### src/rtl/teeter_pkg.sv
// Shared definitions for the teeter game step sequencer and its integrators.
package teeter_pkg;

   typedef enum logic [2:0] {
      ST_IDLE  = 3'd0,
      ST_SERVE = 3'd1,
      ST_RUN   = 3'd2,
      ST_VEL   = 3'd3,
      ST_POS   = 3'd4,
      ST_CHK   = 3'd5,
      ST_OVER  = 3'd6
   } state_t;

   localparam int POS_MIN_DEF    = 0;
   localparam int POS_MAX_DEF    = 100;
   localparam int POSITION_SHIFT = 8;

   // The three cycles of a physics step, during which the tick keeps counting.
   function automatic logic is_step_phase(input state_t s);
      return (s == ST_VEL) || (s == ST_POS) || (s == ST_CHK);
   endfunction

endpackage

### src/rtl/teeter_step_ctrl_if.sv
// Control bundle between the step sequencer and the position/velocity integrators.
interface teeter_step_ctrl_if;
   logic               o_rst0;
   logic               o_rst1;
   logic               o_rst2;
   logic [9:0]         o_serve_value;
   logic               o_calc_vel;
   logic               o_calc_time;
   logic               o_vel_clr;
   logic               o_vel_reflect;
   logic signed [31:0] i_pos;

   modport master (
      output o_rst0, o_rst1, o_rst2, o_serve_value,
      output o_calc_vel, o_calc_time, o_vel_clr, o_vel_reflect,
      input  i_pos
   );

   modport slave (
      input  o_rst0, o_rst1, o_rst2, o_serve_value,
      input  o_calc_vel, o_calc_time, o_vel_clr, o_vel_reflect,
      output i_pos
   );
endinterface

### src/rtl/teeter_tick_gen.sv
// Physics-step tick counter: counts 0..TICK_DIV-1 while enabled, pulses wrap on the last count.
module teeter_tick_gen #(
   parameter int TICK_DIV = 100000,
   parameter int CNT_W    = 17
) (
   input  logic CLK,
   input  logic RST,
   input  logic enable,
   input  logic clear,
   output logic wrap
);

   localparam logic [CNT_W-1:0] LAST = CNT_W'(TICK_DIV - 1);

   logic [CNT_W-1:0] cnt_reg;
   logic [CNT_W-1:0] cnt_next;

   // Combinational so the FSM can leave RUN on the same cycle the count wraps.
   assign wrap = enable && (cnt_reg == LAST);

   always_comb begin
      cnt_next = cnt_reg;
      if (clear) begin
         cnt_next = '0;
      end else if (enable) begin
         cnt_next = (cnt_reg == LAST) ? '0 : cnt_reg + 1'b1;
      end
   end

   always_ff @(posedge CLK or posedge RST) begin
      if (RST) begin
         cnt_reg <= '0;
      end else begin
         cnt_reg <= cnt_next;
      end
   end

endmodule

### src/rtl/teeter_step_ctrl.sv
// Teeter game sequencer: serve, periodic velocity/position step, wall check, game FSM.
module teeter_step_ctrl
   import teeter_pkg::*;
#(
   parameter int TICK_DIV = 100000,
   parameter int POS_MIN  = POS_MIN_DEF,
   parameter int POS_MAX  = POS_MAX_DEF,
   parameter int CNT_W    = 17
) (
   input  logic                    CLK,
   input  logic                    RST,
   input  logic                    i_start,
   input  logic                    i_abort,
   input  logic                    i_pause,
   input  logic                    i_bounce_mode,
   input  logic [9:0]              i_serve_pos,
   teeter_step_ctrl_if.master      integ,
   output logic                    o_hit_min,
   output logic                    o_hit_max,
   output logic [2:0]              o_state,
   output logic [15:0]             o_step_count
);

   localparam logic signed [31:0] POS_MIN_S = 32'(POS_MIN);
   localparam logic signed [31:0] POS_MAX_S = 32'(POS_MAX);

   state_t      state_reg, state_next;
   logic        rst0_reg, rst1_reg, rst2_reg, calc_vel_reg, calc_time_reg, reflect_reg;
   logic        rst1_next, rst2_next, reflect_next;
   logic [9:0]  serve_value_reg;
   logic        hit_min_reg, hit_max_reg;
   logic [15:0] step_count_reg;
   logic        below, above, tick_wrap, tick_en, tick_clr, start_ok;

   assign below    = integ.i_pos < POS_MIN_S;
   assign above    = integ.i_pos > POS_MAX_S;
   assign start_ok = ((state_reg == ST_IDLE) || (state_reg == ST_OVER)) && i_start && !i_abort;
   assign tick_clr = (state_reg == ST_SERVE) && !i_abort;
   assign tick_en  = !i_abort &&
                     (((state_reg == ST_RUN) && !i_pause) || is_step_phase(state_reg));

   teeter_tick_gen #(
      .TICK_DIV (TICK_DIV),
      .CNT_W    (CNT_W)
   ) u_tick (
      .CLK    (CLK),
      .RST    (RST),
      .enable (tick_en),
      .clear  (tick_clr),
      .wrap   (tick_wrap)
   );

   always_comb begin
      state_next   = state_reg;
      rst1_next    = 1'b0;
      rst2_next    = 1'b0;
      reflect_next = 1'b0;
      case (state_reg)
         ST_IDLE, ST_OVER: if (i_start) state_next = ST_SERVE;
         ST_SERVE:         state_next = ST_RUN;
         ST_RUN:           if (tick_wrap) state_next = ST_VEL;
         ST_VEL:           state_next = ST_POS;
         ST_POS:           state_next = ST_CHK;
         ST_CHK: begin
            state_next = ST_RUN;
            if (below || above) begin
               if (i_bounce_mode) begin
                  rst1_next    = below;
                  rst2_next    = above;
                  reflect_next = 1'b1;
               end else begin
                  state_next = ST_OVER;
               end
            end
         end
         default:          state_next = ST_IDLE;
      endcase
      if (i_abort) begin
         state_next   = ST_IDLE;
         rst1_next    = 1'b0;
         rst2_next    = 1'b0;
         reflect_next = 1'b0;
      end
   end

   // Strobes are flops decoded from the next state, so each is high exactly while its state is.
   always_ff @(posedge CLK or posedge RST) begin
      if (RST) begin
         state_reg       <= ST_IDLE;
         rst0_reg        <= 1'b0;
         rst1_reg        <= 1'b0;
         rst2_reg        <= 1'b0;
         calc_vel_reg    <= 1'b0;
         calc_time_reg   <= 1'b0;
         reflect_reg     <= 1'b0;
         serve_value_reg <= '0;
         hit_min_reg     <= 1'b0;
         hit_max_reg     <= 1'b0;
         step_count_reg  <= '0;
      end else begin
         state_reg     <= state_next;
         rst0_reg      <= (state_next == ST_SERVE);
         calc_vel_reg  <= (state_next == ST_VEL);
         calc_time_reg <= (state_next == ST_POS);
         rst1_reg      <= rst1_next;
         rst2_reg      <= rst2_next;
         reflect_reg   <= reflect_next;
         if (start_ok) serve_value_reg <= i_serve_pos;
         if ((state_reg == ST_SERVE) && !i_abort) begin
            hit_min_reg    <= 1'b0;
            hit_max_reg    <= 1'b0;
            step_count_reg <= '0;
         end else if ((state_reg == ST_CHK) && !i_abort) begin
            step_count_reg <= step_count_reg + 16'd1;
            if (below) hit_min_reg <= 1'b1;
            if (above) hit_max_reg <= 1'b1;
         end
      end
   end

   assign integ.o_rst0        = rst0_reg;
   assign integ.o_vel_clr     = rst0_reg;
   assign integ.o_rst1        = rst1_reg;
   assign integ.o_rst2        = rst2_reg;
   assign integ.o_vel_reflect = reflect_reg;
   assign integ.o_calc_vel    = calc_vel_reg;
   assign integ.o_calc_time   = calc_time_reg;
   assign integ.o_serve_value = serve_value_reg;
   assign o_hit_min           = hit_min_reg;
   assign o_hit_max           = hit_max_reg;
   assign o_state             = state_reg;
   assign o_step_count        = step_count_reg;

endmodule

### src/flat_wrapper.sv
// flat-port wrapper written by rule: the top's interface ports become plain ports
module teeter_step_ctrl_flat import teeter_pkg::*;
#(
   parameter int TICK_DIV = 100000,
   parameter int POS_MIN  = POS_MIN_DEF,
   parameter int POS_MAX  = POS_MAX_DEF,
   parameter int CNT_W    = 17
)
  (CLK, RST, i_start, i_abort, i_pause, i_bounce_mode, i_serve_pos, o_hit_min, o_hit_max, o_state, o_step_count, integ_o_rst0, integ_o_rst1, integ_o_rst2, integ_o_serve_value, integ_o_calc_vel, integ_o_calc_time, integ_o_vel_clr, integ_o_vel_reflect, integ_i_pos);
  teeter_step_ctrl_if integ_i ();
  input  logic CLK;
  input  logic RST;
  input  logic i_start;
  input  logic i_abort;
  input  logic i_pause;
  input  logic i_bounce_mode;
  input  logic [9:0] i_serve_pos;
  output logic o_hit_min;
  output logic o_hit_max;
  output logic [2:0] o_state;
  output logic [15:0] o_step_count;
  output wire logic [$bits(integ_i.o_rst0)-1:0] integ_o_rst0;
  output wire logic [$bits(integ_i.o_rst1)-1:0] integ_o_rst1;
  output wire logic [$bits(integ_i.o_rst2)-1:0] integ_o_rst2;
  output wire logic [$bits(integ_i.o_serve_value)-1:0] integ_o_serve_value;
  output wire logic [$bits(integ_i.o_calc_vel)-1:0] integ_o_calc_vel;
  output wire logic [$bits(integ_i.o_calc_time)-1:0] integ_o_calc_time;
  output wire logic [$bits(integ_i.o_vel_clr)-1:0] integ_o_vel_clr;
  output wire logic [$bits(integ_i.o_vel_reflect)-1:0] integ_o_vel_reflect;
  input wire logic [$bits(integ_i.i_pos)-1:0] integ_i_pos;
  assign integ_o_rst0 = integ_i.o_rst0;
  assign integ_o_rst1 = integ_i.o_rst1;
  assign integ_o_rst2 = integ_i.o_rst2;
  assign integ_o_serve_value = integ_i.o_serve_value;
  assign integ_o_calc_vel = integ_i.o_calc_vel;
  assign integ_o_calc_time = integ_i.o_calc_time;
  assign integ_o_vel_clr = integ_i.o_vel_clr;
  assign integ_o_vel_reflect = integ_i.o_vel_reflect;
  assign integ_i.i_pos = integ_i_pos;
  teeter_step_ctrl #(.TICK_DIV(TICK_DIV), .POS_MIN(POS_MIN), .POS_MAX(POS_MAX), .CNT_W(CNT_W)) u_core (.CLK(CLK), .RST(RST), .i_start(i_start), .i_abort(i_abort), .i_pause(i_pause), .i_bounce_mode(i_bounce_mode), .i_serve_pos(i_serve_pos), .integ(integ_i), .o_hit_min(o_hit_min), .o_hit_max(o_hit_max), .o_state(o_state), .o_step_count(o_step_count));
endmodule
### config.mk
export PLATFORM = sky130hd
export DESIGN_NAME = teeter_step_ctrl_flat
export DESIGN_NICKNAME = d
export VERILOG_FILES = /design/src/rtl/teeter_pkg.sv /design/src/rtl/teeter_step_ctrl_if.sv /design/src/rtl/teeter_tick_gen.sv /design/src/rtl/teeter_step_ctrl.sv /design/src/flat_wrapper.sv
export SDC_FILE = /design/constraint.sdc
export NUM_CORES = 1
export LEC_CHECK = 0
export CAP_MARGIN = 15
export CORE_MARGIN = 8
export CORE_UTILIZATION = 46
export DETAILED_ROUTE_END_ITERATION = 8
export PLACE_DENSITY = 0.79
export SLEW_MARGIN = 25
export SYNTH_ARGS = -nofsm -noshare
export SYNTH_HDL_FRONTEND = slang
export SYNTH_HIERARCHICAL = 1
export SYNTH_SLANG_ARGS = --single-unit
### constraint.sdc
create_clock -name CLK -period 3.4 [get_ports CLK]
set_input_delay 0.85 -clock CLK [delete_from_list [all_inputs] [get_ports CLK]]
set_output_delay 0.85 -clock CLK [all_outputs]
set_load 0.03 [all_outputs]
After elaboration in Yosys (flattened, before gate mapping)
Cells that the tools add are included.
{"block": "totals", "inputBits": 48, "wordCells": 77, "output_inout_bits": 38, "ff_bits": 54}
{"block": "classes", "eq_ne": 10, "n_reduce_logical": 22, "n_mux": 29, "add_sub_neg": 2, "magnitude_cmp": 2}
{"cell": "2-to-1 mux 17 bit", "count": 3}
{"cell": "> comparator 32 x 8 -> 1 bit (second input constant)", "count": 1}
{"cell": "< comparator 32 x 1 -> 1 bit (second input constant)", "count": 1}
{"cell": "2-to-1 mux 16 bit", "count": 2}
{"cell": "2-to-1 mux 1 bit", "count": 18}
{"cell": "one-hot mux 3 bit (6 select lines)", "count": 1}
{"cell": "adder 17 x 1 -> 17 bit (second input constant)", "count": 1}
{"cell": "== test 17 bit (second input constant)", "count": 1}
{"cell": "adder 16 x 1 -> 16 bit (second input constant)", "count": 1}
{"cell": "2-to-1 mux 3 bit", "count": 5}
{"cell": "== test 3 bit (second input constant)", "count": 4}
{"cell": "== test 3 x 2 -> 1 bit (second input constant)", "count": 3}
{"cell": "nonzero test 2 bit", "count": 4}
{"cell": "logical AND 1 bit", "count": 7}
{"cell": "== test 3 x 1 -> 1 bit (second input constant)", "count": 2}
{"cell": "logical OR 1 bit", "count": 5}
{"cell": "AND reduction 2 bit", "count": 2}
{"cell": "logical NOT 3 bit", "count": 1}
{"cell": "logical NOT 1 bit", "count": 2}
{"cell": "OR reduction 2 bit", "count": 1}

Logic depth before layout (Yosys ltp)
Gate-level depths: netlist of the first run.
{"block": "depth", "word_depth": 10, "mapped_depth": 12, "mapped_depth_nobuf": 10}

By module
The synthesis of the first run kept the hierarchy.
{"mod": "teeter_step_ctrl", "cells_each": 168, "n_inst": 1, "area_each_um2": 1798.0, "seq_area_each_um2": 925.9}
{"mod": "teeter_tick_gen", "cells_each": 94, "n_inst": 1, "area_each_um2": 912.1, "seq_area_each_um2": 425.4}

Worst setup path before layout of the first run
No wires, ideal clock.
{"block": "synth_path", "kind": "input to register", "start": "input i_abort", "end": "register u_core.u_tick.cnt_reg[15]", "setup_ps": 77, "t_required_ps": 3323, "path_stages": 8, "arrival_ps": 3039, "path_buffers": 2, "setup_slack_ps": 283, "cell_sequence": "or3b_4 -> buf_6 -> nor2_2 -> buf_2 -> o2111ai_1 -> or3_1 -> or4_1 -> a21oi_1"}
{"block": "synth_between", "elab_chain_cells": 3, "elab_cells_between_ends": 5, "cone_classes": "1 x mux; 4 x reduce/logical"}
{"element": "start, declared", "line": "flat_wrapper.sv:14", "text": "input logic i_abort;"}
{"element": "logical NOT 1 bit *", "line": "teeter_step_ctrl.sv:38", "text": "assign tick_clr = (state_reg == ST_SERVE) && !i_abort;"}
{"element": "logical AND 1 bit *", "line": "teeter_step_ctrl.sv:38"}
{"element": "net u_core.tick_clr", "line": "teeter_step_ctrl.sv:33", "text": "logic below, above, tick_wrap, tick_en, tick_clr, start_ok;"}
{"element": "2-to-1 mux 17 bit / nonzero test 2 bit (equally long branches)"}
{"element": "end signal, assigned", "line": "teeter_tick_gen.sv:34", "text": "cnt_reg <= cnt_next;"}
{"element": "end, declared", "line": "teeter_tick_gen.sv:15", "text": "logic [CNT_W-1:0] cnt_reg;"}
Mark *: on every way through the listed nets, which the timed path passes. The rest lies on a longest branch.
A chain may end at the register's enable or synchronous reset.

==> results of run 1 <==
## logic make-up after synthesis
group | after synthesis | synth area share
buf+inv | 16 | 0.03093
simple gates | 121 | 0.2475
fa+ha+maj | 2 | 0.009232
xor+xnor | 21 | 0.06787
compound gates | 36 | 0.08495
mux | 12 | 0.06094
flops | 54 | 0.4986
## per-layer routing
metal | global-route usage | wire (µm)
met5 | 0 | 0
met4 | 0.03758 | 62
met3 | 0.03803 | 271
met2 | 0.2807 | 3456
met1 | 0.2058 | 3040
## per-stage QoR
stage               instances  instance area (µm²)  hold WS [ns]
floorplan                 262                 2710        0.5139
global placement          420                 3642        0.4704
detailed placement        420                 3642        0.4738
CTS                       428                 3732        0.4972
global route              428                 3732        0.5348
finish                    428                 3732        0.4961
## synthesized netlist by cell type (all sizes together), types with 7 or more instances
master	number
xnor2	9
o21ai	10
nand3	16
xor2	12
nor3	9
inv	9
dfrtp	54
buf	7
nor4	9
nand2	21
a21oi	11
nor2	35
mux2	12
## power groups by stage
stage	logic, mW	registers (mW)	clock network (mW)
after detailed placement	0.403	0.752	0
after floorplan	0.123	0.843	0
after CTS	0.404	0.741	0.370
after global placement	0.397	0.753	0
final	0.400	0.741	0.357
after global routing	0.423	0.749	0.401
## worst max-delay path, stage by stage, from the launching register on
cell and delay [ns]:
dfrtp_1 0.42, or4b_1 0.54, or4_4 0.55, nor2_1 0.12, mux2_1 0.16, o22ai_2 0.08, nor3_2 0.20, and3b_4 0.39
mux2_2 0.36
## cells in the final DEF, fill, tap and decap left out, types with 6 or more instances in the layout
master / n
dfrtp_1: 54
mux2_4: 8
nor3_1: 7
nand4_1: 6
nand3_1: 16
nand2_1: 21
xnor2_1: 9
a21oi_1: 11
inv_1: 9
nor2_1: 29
nor4_1: 7
clkdlybuf4s50_1: 85
o21ai_0: 10
xor2_1: 12
## layout make-up
type / instances / area, µm²
Inverter: 9 / 33.78
Clock buffer: 5 / 68.82
Fill cell: 491 / 2083
Timing Repair Buffer: 90 / 888.4
Clock inverter: 3 / 21.27
Sequential cell: 54 / 1351
Multi-Input combinational cell: 192 / 1275
Tap cell: 75 / 93.84
## worst paths after layout
kind / start / endpoint / slack, ns / cells past startpoint
worst max-delay path: u_core/u_tick/cnt_reg[11] / u_core/integ.o_serve_value[8] / 0.47 / 8
max in group asynchronous: RST / u_core/u_tick/cnt_reg[15] / 2.03 / 2
worst min-delay path: u_core/integ.o_serve_value[6] / u_core/integ.o_serve_value[6] / 0.50 / 1
worst min register to register: u_core/integ.o_serve_value[6] / u_core/integ.o_serve_value[6] / 0.50 / 1
worst max register to register: u_core/u_tick/cnt_reg[11] / u_core/integ.o_serve_value[8] / 0.47 / 8
min in group asynchronous: RST / u_core/u_tick/cnt_reg[14] / 0.96 / 2
==> flow_metrics.py, run 1 <==
metrics = {
    "detailed_routing": {
        "postRouteAntennaNets": 0,
        "detailroute.via_count": 2211,
        "first_iter_violations": 107,
        "drtPass1Iterations": 4,
        "post_drt_wl_per_cell_um": 15.96,
        "vias_per_cell": 5.166,
        "finalWirelength_um": 6831,
        "drc_errors": 0,
    },
    "sta": {
        "rsz0062_at_grt": "false",
        "relSlewSlack": 0.5697,
        "worst_pin_slew_ns": 0.6447,
        "fmax_mhz": 341.0,
        "setup_ws_ns": 0.4674,
        "fin_crit_ns": 2.933,
        "finClkSkew_ns": 0.006043,
        "drv_slew": 0,
        "finalHoldViolCount": 0,
        "fin_crit_sh": 0.8625,
        "setup_viol": 0,
        "setup_tns_ns": 0,
    },
    "power_and_ir_drop": {
        "pwr-share-seq": 0.494,
        "p_per_area_nw_per_um2": 401.4,
        "p_int_mw": 1.047,
        "power.total_mw": 1.498,
        "p_sw_mw": 0.4515,
        "vdd_drop_max_uv": 337.4,
        "p_leak_nw": 1.545,
        "pwr-share-comb": 0.267,
        "clkPwrFrac": 0.238,
        "p_sw_frac": 0.3013,
    },
    "yosys": {
        "netlist_instances": 262,
        "avgSynthCellArea_um2": 10.34,
        "synth-warning-count": 6,
        "synth_area_leaders": "dfrtp_1 50%, mux2_4 4.4%, nor2_1 4.0%",
        "yosysSeqAreaShare": 0.4986,
        "syn_nets": 312,
        "netlist_area_um2": 2710,
        "synth.largest_area_cell": "dfrtp_1",
        "synth_top_flop_cell": "dfrtp_1",
        "synth_cell_types": 47,
        "synth-edff-count": 0,
        "ys_ff_latch": 54,
        "synth_top_area_share": 0.4986,
        "async_flop_share": 1.000,
    },
    "finish": {
        "nNetsFinal": 402,
        "drive_gt1_frac": 0.1076,
        "largest_register_ffs": 17,
        "syn_to_final_growth_pct": 37.72,
        "antenna_cells": 0,
        "fin_util": 0.6418,
    },
    "grt": {
        "grt_max_degree": 38,
        "antenna_found_initial": 0,
        "grt_usage": 0.1644,
        "grt_pass1_wl_um": 11430,
        "grt_pass1_vias": 2247,
        "grt_overflow": 0,
    },
    "die": {
        "num_rows": 28,
        "fp.dieH_um": 92.76,
        "die_w_um": 92.76,
        "initial_utilization": 0.4660,
        "pin_count": 86,
        "core_um2": 5816,
        "dieArea_um2": 8603,
    },
    "place": {
        "io_buffers": 85,
        "dp_hpwl_um": 5337,
        "post-place-ws_ns": 0.1805,
        "gp_routability_congestion": 0.8341,
    },
    "worst_setup_path": {
        "cp_max_fo": 11,
        "crit_required_ns": 3.60,
        "cp-end-kind": "flop",
        "critPathKind": "flop to flop",
        "arrival_ns": 3.13,
        "cp-start-kind": "flop",
    },
    "clock_network": {
        "clk_latency_ns": 0.30,
        "numCtsBuffers": 5,
        "h-tree-depth": 2,
        "cts_setup_buffers": 0,
        "cts_root_buffer": "clkbuf_8",
        "cts.repair.resized": 0,
        "clock-sinks": 54,
        "clk_path_buf_depth": 2,
        "cts_tree": "yes",
        "clkSlewWorstSetupHoldPaths_ns": 0.10,
        "cts_hold_buf": 0,
    },
    "flow_run": {
        "cap_violations": 0,
    },
    "run_status": {
        "status": "finished, final reports clean",
    },
    "worst_hold_path": {
        "worstHoldPathType": "flop to flop",
    },
}
No activity file was read; power rests on OpenSTA's default activity.
==> inputs of run 2 (changes only) <==
ABC_CLOCK_PERIOD_IN_PS = 3400   (was not set)
==> results of run 2 <==
Final layout, timing and power as in run 1 (identical DEF).
